$ cat src/rtl/load_store_unit.sv
// Load/store initiator for a byte-addressed, little-endian data memory with a
// registered read port and a full-word write port; sub-word stores use read-modify-write.
module load_store_unit #(
    parameter int MEM_BYTES = 1024
) (
    input  logic        clk,
    input  logic        rst_n,
    input  logic        req_valid,
    output logic        req_ready,
    input  logic        req_write,
    input  logic [1:0]  req_size,
    input  logic        req_signed,
    input  logic [31:0] req_addr,
    input  logic [31:0] req_wdata,
    output logic        resp_valid,
    output logic        resp_err,
    output logic [31:0] resp_rdata,
    output logic [31:0] mem_address,
    output logic [31:0] mem_dataIn,
    output logic        mem_readEnable,
    output logic        mem_writeEnable,
    input  logic [31:0] mem_memOut
);

    typedef enum logic [1:0] {
        IDLE = 2'b00,
        RD   = 2'b01,
        CAP  = 2'b10,
        WR   = 2'b11
    } lsuState_t;

    localparam logic [1:0]  SIZE_BYTE     = 2'b00;
    localparam logic [1:0]  SIZE_HALF     = 2'b01;
    localparam logic [1:0]  SIZE_WORD     = 2'b10;
    localparam logic [1:0]  SIZE_RSVD     = 2'b11;
    localparam logic [31:0] MAX_WORD_ADDR = 32'(MEM_BYTES - 4);

    // Select the addressed byte/half of a memory word and extend it to 32 bits.
    function automatic logic [31:0] loadExtend(input logic [31:0] word, input logic [1:0] size,
                                               input logic [1:0] lane, input logic sgn);
        logic [7:0]  byteSel;
        logic [15:0] halfSel;
        logic [31:0] result;
        byteSel = word[{lane, 3'b000} +: 8];
        halfSel = word[{lane[1], 4'b0000} +: 16];
        case (size)
            SIZE_BYTE: result = {{24{sgn & byteSel[7]}}, byteSel};
            SIZE_HALF: result = {{16{sgn & halfSel[15]}}, halfSel};
            default:   result = word;
        endcase
        return result;
    endfunction

    // Overlay the low bits of the store data onto the addressed lane(s) of a word.
    function automatic logic [31:0] storeMerge(input logic [31:0] word, input logic [31:0] wdata,
                                               input logic [1:0] size, input logic [1:0] lane);
        logic [31:0] result;
        result = word;
        case (size)
            SIZE_BYTE: result[{lane, 3'b000} +: 8]     = wdata[7:0];
            SIZE_HALF: result[{lane[1], 4'b0000} +: 16] = wdata[15:0];
            default:   result = wdata;
        endcase
        return result;
    endfunction

    lsuState_t   stateR, stateNextS;
    logic        writeR, writeNextS;
    logic [1:0]  sizeR, sizeNextS;
    logic        signedR, signedNextS;
    logic [1:0]  laneR, laneNextS;
    logic [31:0] wdataR, wdataNextS;

    logic        readyNextS, respValidNextS, respErrNextS;
    logic [31:0] respRdataNextS, memAddrNextS, memDataNextS;
    logic        readEnNextS, writeEnNextS;
    logic        acceptS, errS;

    assign acceptS = req_valid && req_ready;
    assign errS    = (req_size == SIZE_RSVD)
                   || ((req_size == SIZE_HALF) && req_addr[0])
                   || ((req_size == SIZE_WORD) && (req_addr[1:0] != 2'b00))
                   || ({req_addr[31:2], 2'b00} > MAX_WORD_ADDR);

    // Next-state and next-output computation; every output is registered below.
    always_comb begin
        stateNextS     = stateR;
        writeNextS     = writeR;
        sizeNextS      = sizeR;
        signedNextS    = signedR;
        laneNextS      = laneR;
        wdataNextS     = wdataR;
        readyNextS     = 1'b0;
        respValidNextS = 1'b0;
        respErrNextS   = 1'b0;
        respRdataNextS = 32'h0000_0000;
        memAddrNextS   = mem_address;
        memDataNextS   = mem_dataIn;
        readEnNextS    = 1'b0;
        writeEnNextS   = 1'b0;
        case (stateR)
            IDLE: begin
                if (acceptS && errS) begin
                    // Rejected requests never touch memory and answer on the next cycle.
                    readyNextS     = 1'b1;
                    respValidNextS = 1'b1;
                    respErrNextS   = 1'b1;
                end else if (acceptS) begin
                    writeNextS   = req_write;
                    sizeNextS    = req_size;
                    signedNextS  = req_signed;
                    laneNextS    = req_addr[1:0];
                    wdataNextS   = req_wdata;
                    memAddrNextS = {req_addr[31:2], 2'b00};
                    if (req_write && (req_size == SIZE_WORD)) begin
                        stateNextS   = WR;
                        writeEnNextS = 1'b1;
                        memDataNextS = req_wdata;
                    end else begin
                        stateNextS  = RD;
                        readEnNextS = 1'b1;
                    end
                end else begin
                    readyNextS = 1'b1;
                end
            end
            RD: begin
                stateNextS = CAP;
            end
            CAP: begin
                if (writeR) begin
                    stateNextS   = WR;
                    writeEnNextS = 1'b1;
                    memDataNextS = storeMerge(mem_memOut, wdataR, sizeR, laneR);
                end else begin
                    stateNextS     = IDLE;
                    readyNextS     = 1'b1;
                    respValidNextS = 1'b1;
                    respRdataNextS = loadExtend(mem_memOut, sizeR, laneR, signedR);
                end
            end
            WR: begin
                stateNextS     = IDLE;
                readyNextS     = 1'b1;
                respValidNextS = 1'b1;
            end
            default: begin
                stateNextS = IDLE;
                readyNextS = 1'b1;
            end
        endcase
    end

    // FSM state register.
    always_ff @(posedge clk or negedge rst_n) begin
        if (!rst_n) begin
            stateR <= IDLE;
        end else begin
            stateR <= stateNextS;
        end
    end

    // Latched request fields and registered outputs.
    always_ff @(posedge clk or negedge rst_n) begin
        if (!rst_n) begin
            writeR          <= 1'b0;
            sizeR           <= 2'b00;
            signedR         <= 1'b0;
            laneR           <= 2'b00;
            wdataR          <= 32'h0000_0000;
            req_ready       <= 1'b1;
            resp_valid      <= 1'b0;
            resp_err        <= 1'b0;
            resp_rdata      <= 32'h0000_0000;
            mem_address     <= 32'h0000_0000;
            mem_dataIn      <= 32'h0000_0000;
            mem_readEnable  <= 1'b0;
            mem_writeEnable <= 1'b0;
        end else begin
            writeR          <= writeNextS;
            sizeR           <= sizeNextS;
            signedR         <= signedNextS;
            laneR           <= laneNextS;
            wdataR          <= wdataNextS;
            req_ready       <= readyNextS;
            resp_valid      <= respValidNextS;
            resp_err        <= respErrNextS;
            resp_rdata      <= respRdataNextS;
            mem_address     <= memAddrNextS;
            mem_dataIn      <= memDataNextS;
            mem_readEnable  <= readEnNextS;
            mem_writeEnable <= writeEnNextS;
        end
    end

endmodule

$ cat config.mk
export PLATFORM = sky130hd
export DESIGN_NAME = load_store_unit
export DESIGN_NICKNAME = d
export VERILOG_FILES = /design/src/rtl/load_store_unit.sv
export SDC_FILE = /design/constraint.sdc
export NUM_CORES = 1
export LEC_CHECK = 0
export BUFFER_PORTS_ARGS = -buffer_cell sky130_fd_sc_hd__buf_2
export CAP_MARGIN = 10
export CORE_MARGIN = 2
export CORE_UTILIZATION = 35
export DETAILED_ROUTE_END_ITERATION = 16
export SYNTH_ARGS = -nofsm -noshare
export SYNTH_HDL_FRONTEND = slang
export SYNTH_SLANG_ARGS = --single-unit
$ cat constraint.sdc
create_clock -name clk -period 6.1 [get_ports clk]
set_input_delay 1.22 -clock clk [delete_from_list [all_inputs] [get_ports clk]]
set_output_delay 1.22 -clock clk [all_outputs]
set_load 0.02 [all_outputs]
==> flow_metrics.py <==
metrics = {
    "finish": {
        "nets": 965,
        "layout.cells.non_filler": 1143,
        "fin_area_um2": 8904,
        "area_growth_pct": 25.02,
        "drive_gt1_share_pct": 33.68,
    },
    "route": {
        "wl_per_cell_um": 20.04,
        "vias_per_cell": 5.273,
        "initialDrtViolationCount": 606,
        "num_vias": 6027,
        "drc": 0,
        "drt_wl_total_um": 22910,
        "drtPass1Iterations": 5,
        "drtAntennaViolNets": 0,
    },
    "power_and_ir_drop": {
        "p_sw_share_pct": 33.18,
        "fin_total_pwr_mw": 3.224,
        "power_switching_mw": 1.070,
        "p_leak_nw": 4.812,
        "p_clk_share_pct": 32.2,
        "power_density_nw_per_um2": 362.1,
        "p_int_mw": 2.154,
        "peakVddDrop_uv": 169.8,
        "p_seq_share_pct": 35.0,
        "p_comb_share_pct": 32.7,
    },
    "clock_tree": {
        "clock-sinks": 139,
        "root_buffer": "clkbuf_16",
        "clk_pin_slew_ps": 60,
        "cts-resized-gates": 0,
        "clock_latency_ps": 430,
        "cts_buffers": 17,
        "cts_tree": "done",
        "cts_buffer_depth": 2,
        "cts_setup_buffers": 0,
        "cts.hold.buffers_added": 0,
        "h-tree-depth": 4,
    },
    "setup_path": {
        "critPathLaunchType": "flop",
        "path_class": "flop to flop",
        "crit_fanout": 26,
        "regToRegSetupSlack_ps": 2410,
        "regToRegEndpoint": "mem_dataIn[6]",
        "worst-endpoint-required_ps": 6470,
        "crit_path_end": "mem_dataIn[6]",
        "critPathLaunch": "laneR[1]",
        "reg2reg_from": "laneR[1]",
        "worst_setup_path_end_kind": "flop",
        "crit_arrival_ps": 4060,
        "rr_worst_depth": 7,
    },
    "sta": {
        "setup_viol": 0,
        "skew_ps": 8.868,
        "tns_ps": 0,
        "slew_viol_final": 0,
        "slew_headroom_pct": 23.42,
        "fin_crit_sh_pct": 60.52,
        "rsz0062_at_grt": "no",
        "hold_violations": 0,
        "post-route-min-period_ps": 3692,
        "fmax_ghz": 0.2709,
        "tightest_slew_ps": 1149,
    },
    "placed_design": {
        "placed_area_um2": 8309,
        "dpl.hpwl_um": 16550,
        "dp.cells": 1108,
        "io_buffers": 201,
        "place.gp.congestion": 0.9308,
    },
    "die": {
        "die_y_um": 146.6,
        "ios": 204,
        "die-width_um": 146.6,
        "core_um2": 20100,
        "initial_core_util_pct": 35.42,
        "rows": 52,
        "die_area_um2": 21500,
    },
    "synth": {
        "yosysSeqAreaShare_pct": 48.86,
        "syn_avg_cell_area_um2": 10.55,
        "synth_top_area_share_pct": 48.49,
        "ys_types": 47,
        "synth_seq_cells": 139,
        "synth_warnings": 0,
        "synth.area.top_cells": "dfrtp_1 48%, mux2_1 6.2%, mux2_4 6.1%",
        "yosys.area.top_type": "dfrtp_1",
        "synthCells": 675,
        "synth.cell_area_um2": 7122,
    },
    "grt": {
        "grt_usage_pct": 21.51,
        "antenna_found_initial": 4,
        "grt_overflow_total": 0,
        "grt_pass1_vias": 5996,
        "grt_pass1_wl_um": 35110,
        "grt_max_degree": 103,
    },
    "run_status": {
        "outcome": "finished, final reports clean",
    },
    "hold_path": {
        "hp-class": "flop to flop",
    },
    "flow_run": {
        "max_cap_viol_count": 0,
    },
}
placed cells by master, fill, tap and decap left out, types with 17 or more instances in the layout:
master / instances
clkbuf_16: 17
and3_1: 32
mux2_4: 29
inv_1: 36
buf_2: 200
nand2_1: 19
nor2b_1: 40
o21ai_0: 42
nor2_1: 73
mux2_1: 39
a221oi_1: 32
dfrtp_1: 138
a21oi_1: 52
cells in the mapped netlist, drive strengths merged:
cell type / number
and3: 32
nor4: 6
mux4: 6
o31ai: 1
nand2: 19
a21boi: 2
a2bb2oi: 1
or2: 1
mux2i: 8
inv: 37
a221oi: 32
ha: 5
nand3: 1
and2: 1
o21bai: 2
a21oi: 52
o21ai: 44
nand4: 2
dfrtp: 138
a22oi: 2
buf: 21
o22ai: 6
nor2b: 41
o211ai: 2
and3b: 1
a221o: 6
a21o: 2
o311a: 1
nand2b: 3
nor3: 4
nor2: 74
mux2: 76
conb: 1
dfstp: 1
nor3b: 2
a31oi: 16
clkbuf: 26
worst max-delay path: stages, from the launching register on:
cell	delay, ps
dfrtp_1	1030
inv_1	650
ha_1	520
nor3b_1	700
and3_1	240
o21ai_0	90
a21oi_1	210
mux2_4	180
layer usage:
metal  vias to the layer above  global-route usage (%)  wire length (um)
li1                       2780                       -                 -
met1                      2889                   28.12              9693
met2                       305                   33.10             10410
met3                        51                   6.156              1955
met4                         2                   9.854               838
met5                         -                       0                12
registers in the layout, summed over array words and instances (netlist names):
name and flops:
sizeR 2, resp_valid 1, mem_readEnable 1, req_ready 1
resp_err 1, writeR 1, wdataR 32, mem_dataIn 32
mem_writeEnable 1, signedR 1, stateR 2, resp_rdata 32
mem_address 30, laneR 2
cell type report:
cell class / instances / area (um2)
antenna: 3 / 7.507
tap: 270 / 337.8
clock inverter: 13 / 143.9
clock buffer: 19 / 442.9
timing repair buffer: 209 / 1072
fill: 1942 / 11200
multi-input combinational: 453 / 3281
inverter: 37 / 138.9
sequential: 139 / 3480
stage by stage:
stage / hold WS (ps) / setup slack [ps] / utilization (%)
after detailed placement: 469.2 / 2159 / 41.33
after global placement: 466.7 / 2279 / 41.33
after global routing: 507.1 / 2115 / 44.27
after floorplan: 458.4 / 3393 / -
after CTS: 490.0 / 2456 / 44.25
final: 483.5 / 2408 / 44.29
how the worst min path moves through the flow:
| stage | start | endpoint | slack [ps] | cells past startpoint |
|---|---|---|---|---|
| after floorplan | wdataR[16] | wdataR[16] | 460 | 1 |
| after global placement | mem_address[9] | mem_address[9] | 470 | 1 |
| after detailed placement | mem_address[7] | mem_address[7] | 470 | 1 |
| after CTS | mem_address[4] | mem_address[4] | 490 | 1 |
| after global routing | mem_address[3] | mem_address[3] | 510 | 1 |
| final | mem_address[7] | mem_address[7] | 480 | 1 |
logic make-up after synthesis:
logic type | count (synthesis) | synth area share [%]
fa+ha+maj | 5 | 0.8784
simple gates | 187 | 13.21
mux | 90 | 16.57
flops | 139 | 48.86
compound gates | 169 | 15.14
other cells | 1 | 0.05266
buf+inv | 84 | 5.288
power groups by stage:
stage | clock, mW | combinational (mW) | sequential (mW)
2_1_floorplan | 0 | 0.598 | 1.29
3_3_place_gp | 0 | 1.06 | 1.14
3_5_place_dp | 0 | 1.06 | 1.15
4_1_cts | 1.06 | 1.07 | 1.13
5_1_grt | 1.10 | 1.14 | 1.15
6_report | 1.04 | 1.05 | 1.13
No activity file was read; power rests on OpenSTA's default activity.
